**src/rtl/prod_bcd_conv_if.sv**
```systemverilog
// -----------------------------------------------------------------------------
// prod_bcd_conv_if
// Handshake bundle between the multiplier product stage, the binary-to-BCD
// converter and the display driver.
//
// Signals:
//   in_valid  upstream -> conv   in_data holds a product to convert
//   in_ready  conv -> upstream   converter can accept a new value
//   in_data   upstream -> conv   binary product, WIDTH bits
//   out_valid conv -> consumer   bcd holds a finished result
//   out_ready consumer -> conv   consumer accepts the result
//   bcd       conv -> consumer   packed BCD digits, most significant digit on top
//   busy      conv -> observer   conversion in progress
//
// Modports:
//   slave  : the converter
//   master : the environment (producer + consumer)
// -----------------------------------------------------------------------------
interface prod_bcd_conv_if #(
   parameter int WIDTH  = 8,
   parameter int DIGITS = 3
);
   logic                  in_valid;
   logic                  in_ready;
   logic [WIDTH-1:0]      in_data;
   logic                  out_valid;
   logic                  out_ready;
   logic [4*DIGITS-1:0]   bcd;
   logic                  busy;

   modport slave (
      input  in_valid, in_data, out_ready,
      output in_ready, out_valid, bcd, busy
   );

   modport master (
      output in_valid, in_data, out_ready,
      input  in_ready, out_valid, bcd, busy
   );
endinterface

```
**src/rtl/prod_bcd_conv.sv**
```systemverilog
// -----------------------------------------------------------------------------
// prod_bcd_conv
// Sequential binary-to-BCD converter for the multiplier product. Uses the
// shift-add-3 (double-dabble) algorithm, one input bit per clock.
//
// Ports:
//   clk    system clock, rising edge
//   rst_n  asynchronous active-low reset
//   bus    prod_bcd_conv_if.slave: valid/ready on the input (in_*) and
//          output (out_*) sides, packed BCD result and busy flag
//
// Timing: a value accepted at edge k is presented with out_valid after edge
// k+WIDTH; the result stays up until out_ready is seen. bcd holds its last
// result while idle and only changes when a new conversion completes.
// -----------------------------------------------------------------------------
module prod_bcd_conv #(
   parameter int WIDTH  = 8,
   parameter int DIGITS = 3
) (
   input  logic                 clk,
   input  logic                 rst_n,
   prod_bcd_conv_if.slave       bus
);

   localparam int BW = 4 * DIGITS;
   localparam int CW = $clog2(WIDTH + 1);

   typedef enum logic [1:0] {
      S_IDLE  = 2'd0,
      S_SHIFT = 2'd1,
      S_DONE  = 2'd2
   } state_t;

   state_t              r_state;
   state_t              w_state_nxt;

   logic [WIDTH-1:0]    r_shift;
   logic [BW-1:0]       r_scratch;
   logic [BW-1:0]       r_bcd;
   logic [CW-1:0]       r_cnt;

   logic [BW-1:0]       w_adj;
   logic [BW+WIDTH-1:0] w_shifted;
   logic                w_last;

   // Correction step: any digit of 5 or more would reach 10+ after doubling,
   // so add 3 first to make the doubled value carry into the next digit.
   always_comb begin
      w_adj = r_scratch;
      for (int d = 0; d < DIGITS; d++) begin
         if (r_scratch[4*d +: 4] >= 4'd5) begin
            w_adj[4*d +: 4] = r_scratch[4*d +: 4] + 4'd3;
         end
      end
   end

   // One shift of the combined {digits, binary} register: the binary MSB
   // moves into the LSB of the ones digit.
   assign w_shifted = {w_adj, r_shift} << 1;
   assign w_last    = (r_cnt == CW'(WIDTH - 1));

   // NOTE: every signal written here gets a default first, so no path can
   // leave one unassigned and infer a latch.
   always_comb begin
      w_state_nxt   = r_state;
      bus.in_ready  = 1'b0;
      bus.out_valid = 1'b0;
      bus.busy      = 1'b0;
      case (r_state)
         S_IDLE: begin
            bus.in_ready = 1'b1;
            if (bus.in_valid) w_state_nxt = S_SHIFT;
         end
         S_SHIFT: begin
            bus.busy = 1'b1;
            if (w_last) w_state_nxt = S_DONE;
         end
         S_DONE: begin
            bus.out_valid = 1'b1;
            if (bus.out_ready) w_state_nxt = S_IDLE;
         end
         default: w_state_nxt = S_IDLE;
      endcase
   end

   // NOTE: clocked state uses non-blocking assignments so every register
   // samples its inputs from before the edge, independent of statement order.
   always_ff @(posedge clk or negedge rst_n) begin
      if (!rst_n) r_state <= S_IDLE;
      else        r_state <= w_state_nxt;
   end

   // NOTE: the datapath registers are reset too, so an aborted conversion
   // leaves no stale digits behind and bcd reads zero out of reset.
   always_ff @(posedge clk or negedge rst_n) begin
      if (!rst_n) begin
         r_shift   <= '0;
         r_scratch <= '0;
         r_bcd     <= '0;
         r_cnt     <= '0;
      end else begin
         case (r_state)
            S_IDLE: begin
               if (bus.in_valid) begin
                  r_shift   <= bus.in_data;
                  r_scratch <= '0;
                  r_cnt     <= '0;
               end
            end
            S_SHIFT: begin
               r_scratch <= w_shifted[BW+WIDTH-1:WIDTH];
               r_shift   <= w_shifted[WIDTH-1:0];
               r_cnt     <= r_cnt + CW'(1);
               if (w_last) r_bcd <= w_shifted[BW+WIDTH-1:WIDTH];
            end
            default: ;
         endcase
      end
   end

   assign bus.bcd = r_bcd;

endmodule
```
**src/flat_wrapper.sv**
```systemverilog
// flat-port wrapper written by rule: the top's interface ports become plain ports
module prod_bcd_conv_flat 
#(
   parameter int WIDTH  = 8,
   parameter int DIGITS = 3
)
  (clk, rst_n, bus_in_valid, bus_in_data, bus_out_ready, bus_in_ready, bus_out_valid, bus_bcd, bus_busy);
  prod_bcd_conv_if #(.WIDTH(WIDTH), .DIGITS(DIGITS)) bus_i ();
  input  logic clk;
  input  logic rst_n;
  input wire logic [$bits(bus_i.in_valid)-1:0] bus_in_valid;
  input wire logic [$bits(bus_i.in_data)-1:0] bus_in_data;
  input wire logic [$bits(bus_i.out_ready)-1:0] bus_out_ready;
  output wire logic [$bits(bus_i.in_ready)-1:0] bus_in_ready;
  output wire logic [$bits(bus_i.out_valid)-1:0] bus_out_valid;
  output wire logic [$bits(bus_i.bcd)-1:0] bus_bcd;
  output wire logic [$bits(bus_i.busy)-1:0] bus_busy;
  assign bus_i.in_valid = bus_in_valid;
  assign bus_i.in_data = bus_in_data;
  assign bus_i.out_ready = bus_out_ready;
  assign bus_in_ready = bus_i.in_ready;
  assign bus_out_valid = bus_i.out_valid;
  assign bus_bcd = bus_i.bcd;
  assign bus_busy = bus_i.busy;
  prod_bcd_conv #(.WIDTH(WIDTH), .DIGITS(DIGITS)) u_core (.clk(clk), .rst_n(rst_n), .bus(bus_i));
endmodule
```
**config.mk**
```make
export PLATFORM = sky130hd
export DESIGN_NAME = prod_bcd_conv_flat
export DESIGN_NICKNAME = d
export VERILOG_FILES = /design/src/rtl/prod_bcd_conv_if.sv /design/src/rtl/prod_bcd_conv.sv /design/src/flat_wrapper.sv
export SDC_FILE = /design/constraint.sdc
export NUM_CORES = 1
export LEC_CHECK = 0
export ABC_CLOCK_PERIOD_IN_PS = 2700
export CORE_UTILIZATION = 58
export CTS_CLUSTER_DIAMETER = 50
export DETAILED_ROUTE_END_ITERATION = 10
export PLACE_DENSITY = 0.84
export SLEW_MARGIN = 5
export SYNTH_ARGS = -nofsm -noshare
export SYNTH_HDL_FRONTEND = slang
export SYNTH_SLANG_ARGS = --single-unit
```
**constraint.sdc**
```tcl
create_clock -name clk -period 2.7 [get_ports clk]
set_clock_uncertainty 0.2 [all_clocks]
set_input_delay 0.54 -clock clk [delete_from_list [all_inputs] [get_ports clk]]
set_output_delay 0.54 -clock clk [all_outputs]
set_load 0.02 [all_outputs]
```
==> impl_metrics.yaml, run 1 <==
outcome:
  run_status: "complete, no violations"
global_routing:
  grt_use_total: 0.2608
  grt_overflow_total: 0
  grt_pass1_wl_um: 6575
  grt_pass1_vias: 1384
  grt_max_degree: 39
  antenna_found_initial: 0
synth:
  synthTopCellsByArea: "dfrtp_1, mux2_4, o21ai_0"
  synth_edf_count: 0
  yosys.area_share.adder: 0.04557
  synth-xor-area-share: 0.01367
  yosysTopAreaCell: "dfrtp_1"
  synthTopCellsByCount: "dfrtp_1, o21ai_0, a21oi_1"
  muxShareOfSynthArea: 0.07031
  yosys.area_share.simple: 0.1270
  synth_seq_cells: 38
  synth_top_family_by_area: "compound AO/OA/AOI/OAI gates"
  ys_dominant_reg_cell: "dfrtp_1"
  netlist_instances: 179
  ys_seq_area_frac: 0.4948
  async_flop_share: 1.000
  yosysMostFrequentCell: "dfrtp_1"
  mappedNetlistArea_sq_mm: 0.001922
  synth_top_area_frac: 0.4948
  synth_compound_area_frac: 0.1947
  ys_types: 28
  synth_nets: 198
  synth.avg_cell_area_sq_um: 10.74
  ys_warn_count: 0
placement:
  placed_cell_area_sq_mm: 0.002203
  dp.cells: 245
  io_buffer_count: 26
  gp_congestion: 0.7916
  dp_hpwl_um: 2726
routing:
  antenna_left: 0
  route.vias.total: 1438
  viasPerCell: 5.684
  drt_iter0_markers: 63
  routedWlPerCell_um: 15.61
  drt-total-wl_um: 3949
  dr.pass1.iters: 4
  drc_errors: 0
critical_path:
  reg2reg_from: "u_core.r_state[1]"
  crit_buf_inv: 2
  critPathKind: "reg -> out"
  critPathMaxStageDelay_ps: 600
  crit_chain: "nand2b_1 > inv_2 > clkdlybuf4s50_1"
  reg2reg_slack_ps: 440
  reg2reg_to: "u_core.bus.bcd[1]"
  end_kind: "primary output"
  cp.depth: 3
  crit_family: "buffers and inverters"
  worstPathMaxFanout: 8
  start_kind: "flop"
  critPathRequiredTime_ps: 1960
  crit_arrival_ps: 1780
  slowest_stage: "clkdlybuf4s50_1"
  rr_worst_depth: 6
floorplan:
  die-area_sq_mm: 0.003548
  core_region_area_sq_mm: 0.003103
  die-height_um: 59.57
  initial_core_util: 0.6194
  die_w_um: 59.57
  num_rows: 20
  io_pins: 27
cts:
  post_cts_resized: 0
  clock_path_buffers: 2
  clock-root-buffer: "clkbuf_4"
  cts_tree: "yes"
  cts_made_buffers: 5
  hold_buffers: 0
  clk_latency_ps: 360
  cts_post_setup_buffers_inserted: 0
  clk_pin_slew_worst_paths_ps: 120
  clkSinkCount: 38
  htree_levels: 2
sta:
  slew_violations: 0
  finalSetupTns_ps: 0
  grt_setup_unrepaired: "no"
  min_period_over_period: 0.9343
  hold_viol: 0
  finalSetupViolations: 0
  fmax_ghz: 0.3964
  worst_pin_slew_ps: 818.9
  timing.slew.headroom: 0.4541
  period_needed_ps: 2523
finish:
  area_growth_pct: 18.75
  final_nets: 227
  final_cells: 253
  final_cell_area_sq_mm: 0.002282
  finalCoreUtilization: 0.7355
  insertedDiodeCount: 0
  drive_gt1_frac: 0.1531
min_path:
  hold_class: "in -> async"
power_and_ir_drop:
  p_per_area_mw_per_mm2: 1281
  leakagePower_nw: 1.030
  irDropWorstVdd_uv: 686.4
job:
  drv_cap: 0
-- cell type report --
type,count,area (sq um)
sequential,38,950.9
inverter,8,30.03
multi-input combinational,123,867.1
tap,44,55.05
timing repair buffer,32,300.3
clock buffer,8,78.83
fill,251,820.8
-- worst reg2reg max path, delay by kind of cell, from the launching register on --
| family | cells | cell delay (ps) |
|---|---|---|
| buf+inv | 3 | 580 |
| mux | 1 | 320 |
| flops | 1 | 410 |
| simple gates | 2 | 630 |
-- cells by family after synthesis --
logic type	Yosys count
AOI/OAI and AO/OA	59
and+or+nand+nor	44
DFF	38
buffers and inverters	18
muxes	10
adders and majority gates	7
xor gates and xnor gates	3
-- metal layers --
metal | track usage | vias to the layer above | part of all wire
met5 | 0 | - | 0
met3 | 0.07860 | 7 | 0.046
met4 | 0.1030 | 0 | 0.016
li1 | - | 690 | -
met1 | 0.3252 | 700 | 0.45
met2 | 0.4254 | 41 | 0.49
-- how the worst max path moves through the flow --
stage,from,to,slack (ps)
global route,u_core.r_state[1],bus_busy,110
floorplan,u_core.r_state[1],bus_out_valid,930
finish,u_core.r_state[1],bus_busy,180
global placement,bus_in_valid,u_core.r_shift[4],480
detailed placement,bus_in_valid,u_core.r_shift[7],380
CTS,u_core.r_state[1],bus_busy,160
-- power by group --
group / switching [W] / internal (W) / leakage, nW
registers: 0.000223 / 0.000830 / 0.478
clock network: 0.000192 / 0.000178 / 0.0446
logic: 0.000776 / 0.000725 / 0.508
-- layout by cell type (no fill, tap or decap), drive strengths merged --
master         count
nand2              8
nand3              4
nor3b              5
ha                 7
a21o               2
clkdlybuf4s50     25
o21ai             18
clkbuf             8
dfrtp             38
a22oi              7
o21bai             1
xnor2              3
a22o               9
nor3               4
nand2b             4
and3               1
nor2               7
buf                7
mux2               7
a31oi              1
a21oi             21
nor2b             11
mux2i              3
inv                8
-- per-stage QoR --
stage	total power [W]	hold slack [ps]	worst slack, ps
floorplan	0.002084	44.41	926.5
global placement	0.002464	288.9	483.3
detailed placement	0.002556	300.8	376.3
CTS	0.002934	80.92	160.8
global route	0.003133	105.3	109.9
finish	0.002924	54.91	177.4
-- sequential cells by signal, indices dropped and copies added (netlist names) --
name	flops
u_core.bus.bcd	12
u_core.r_scratch	12
u_core.r_shift	8
u_core.r_cnt	4
u_core.r_state	2
No activity file was read; power rests on OpenSTA's default activity.
==> run 2, diff against run 1 <==
--- a/config.mk
+++ b/config.mk
@@ -10,6 +10,7 @@
 export CTS_CLUSTER_DIAMETER = 50
 export DETAILED_ROUTE_END_ITERATION = 10
 export PLACE_DENSITY = 0.84
+export REMOVE_ABC_BUFFERS = 1
 export SLEW_MARGIN = 5
 export SYNTH_ARGS = -nofsm -noshare
 export SYNTH_HDL_FRONTEND = slang
==> run 2 against run 1 <==
  * First-iteration DRC count is 7.9% higher
  * Clock power is 16% lower
  * Critical endpoint is now bus_out_valid
  * Critical path depth stayed put
  * Count of clock-buffer cells in the layout is 2 lower
==> impl_metrics.yaml, run 2 (same netlist as run 1, synthesis figures left out) <==
critical_path:
  worstPathMaxFanout: 13
  end_kind: "primary output"
  critPathMaxStageDelay_ps: 630
  slowest_stage: "clkdlybuf4s50_1"
  start_kind: "flop"
  rr_worst_depth: 6
  critPathRequiredTime_ps: 1960
  crit_chain: "buf_4 > nor2b_1 > clkdlybuf4s50_1"
  critPathKind: "reg -> out"
  crit_arrival_ps: 1730
routing:
  antenna_left: 0
  wl_met3_um: 153
  wl_met1_um: 1571
  drt-total-wl_um: 3577
  dr.max_layer_used: "met4"
  viasPerCell: 5.684
  route.vias.total: 1438
  dr.pass1.iters: 5
  met2_length_um: 1820
  drc_errors: 0
  routedWlPerCell_um: 14.14
  drt_iter0_markers: 68
sta:
  worst_pin_slew_ps: 463.2
  timing.slew.headroom: 0.6906
  finalSetupTns_ps: 0
  grt_setup_unrepaired: "no"
  hold_ws_ps: 320.8
  period_needed_ps: 2466
  fmax_ghz: 0.4056
  finalSetupViolations: 0
  postLayoutSetupSlackWorst_ps: 234.3
  slew_violations: 0
  min_period_over_period: 0.9132
  hold_viol: 0
placement:
  placed_cell_area_sq_mm: 0.002208
  gp_congestion: 0.9165
  place_worst_setup_slack_ps: 419.8
  io_buffer_count: 26
  dp_hpwl_um: 2525
min_path:
  hold_class: "reg -> reg"
  holdPathStages: 1
global_routing:
  antenna_found_initial: 0
  grt_pass1_vias: 1366
  grt_use_total: 0.2333
  grt_overflow_total: 0
  grt_max_degree: 39
  grt_pass1_wl_um: 6051
cts:
  clock-root-buffer: "clkbuf_4"
  clk_latency_ps: 340
  hold_buffers: 0
  htree_levels: 2
  clkSinkCount: 38
  clk_pin_slew_worst_paths_ps: 110
  clock_path_buffers: 2
  cts_tree: "yes"
  cts_made_buffers: 5
finish:
  drive_gt1_frac: 0.1531
  final_nets: 227
  final_cell_mix: "dfrtp_1, clkdlybuf4s50_1, o21ai_0"
  area_growth_pct: 18.36
  final_common_cell: "dfrtp_1"
  finalCoreUtilization: 0.7331
  insertedDiodeCount: 0
  final_cell_area_sq_mm: 0.002275
power_and_ir_drop:
  irDropWorstVdd_uv: 653.0
  leakagePower_nw: 1.018
  p_per_area_mw_per_mm2: 1244
floorplan:
  io_pins: 27
  core_region_area_sq_mm: 0.003103
  num_rows: 20
  die-area_sq_mm: 0.003548
  die_w_um: 59.57
  die-height_um: 59.57
  initial_core_util: 0.6194
outcome:
  run_status: "complete, no violations"
job:
  drv_cap: 0
[run 2: worst paths after layout]
check	start	endpoint	slack, ps
setup / recovery	u_core.r_state[1]	bus_out_valid	230
hold / removal	u_core.bus.bcd[6]	u_core.bus.bcd[6]	320
setup reg to reg	u_core.r_state[0]	u_core.bus.bcd[0]	550
hold reg to reg	u_core.bus.bcd[6]	u_core.bus.bcd[6]	320
max in group asynchronous	rst_n	u_core.r_scratch[0]	1570
min in group asynchronous	rst_n	u_core.r_scratch[9]	410
[run 2: through the flow]
step,cells,power (W)
after floorplan,169,0.002015
after global placement,245,0.002453
after detailed placement,245,0.002530
after CTS,253,0.002845
after global routing,253,0.003064
final,253,0.002830
[run 2: power breakdown]
group          internal [W]  leakage [nW]  total (W)  switching, W
registers          0.000829         0.478    0.00106      0.000233
clock network      0.000125        0.0343   0.000310      0.000184
logic              0.000722         0.506    0.00146      0.000735
[run 2: area by class of cell]
| cell class | count | area [sq um] |
|---|---|---|
| flip-flops and latches | 38 | 950.9 |
| multi-input cells | 123 | 869.6 |
| fillers | 224 | 828.3 |
| repair buffers | 32 | 305.3 |
| well taps | 44 | 55.05 |
| clock buffers | 6 | 51.30 |
| inverters | 8 | 30.03 |
| clock inverters | 2 | 12.51 |
[run 2: routing by layer]
metal / track usage / vias to the layer above
li1: - / 691
met5: 0 / -
met4: 0.08638 / 0
met1: 0.2821 / 701
met3: 0.07642 / 8
met2: 0.3884 / 38
[run 2: critical path: cells and delay by family, from the launching register on]
| kind | cells | cell delay, ps |
|---|---|---|
| flops | 1 | 360 |
| buf+inv | 2 | 820 |
| simple gates | 1 | 210 |
[run 2: what timing repair did]
item                                    in CTS  in global routing
gates resized for setup                      0                  1
buffers inserted                             0                  0
endpoints found under the setup margin       0                  1
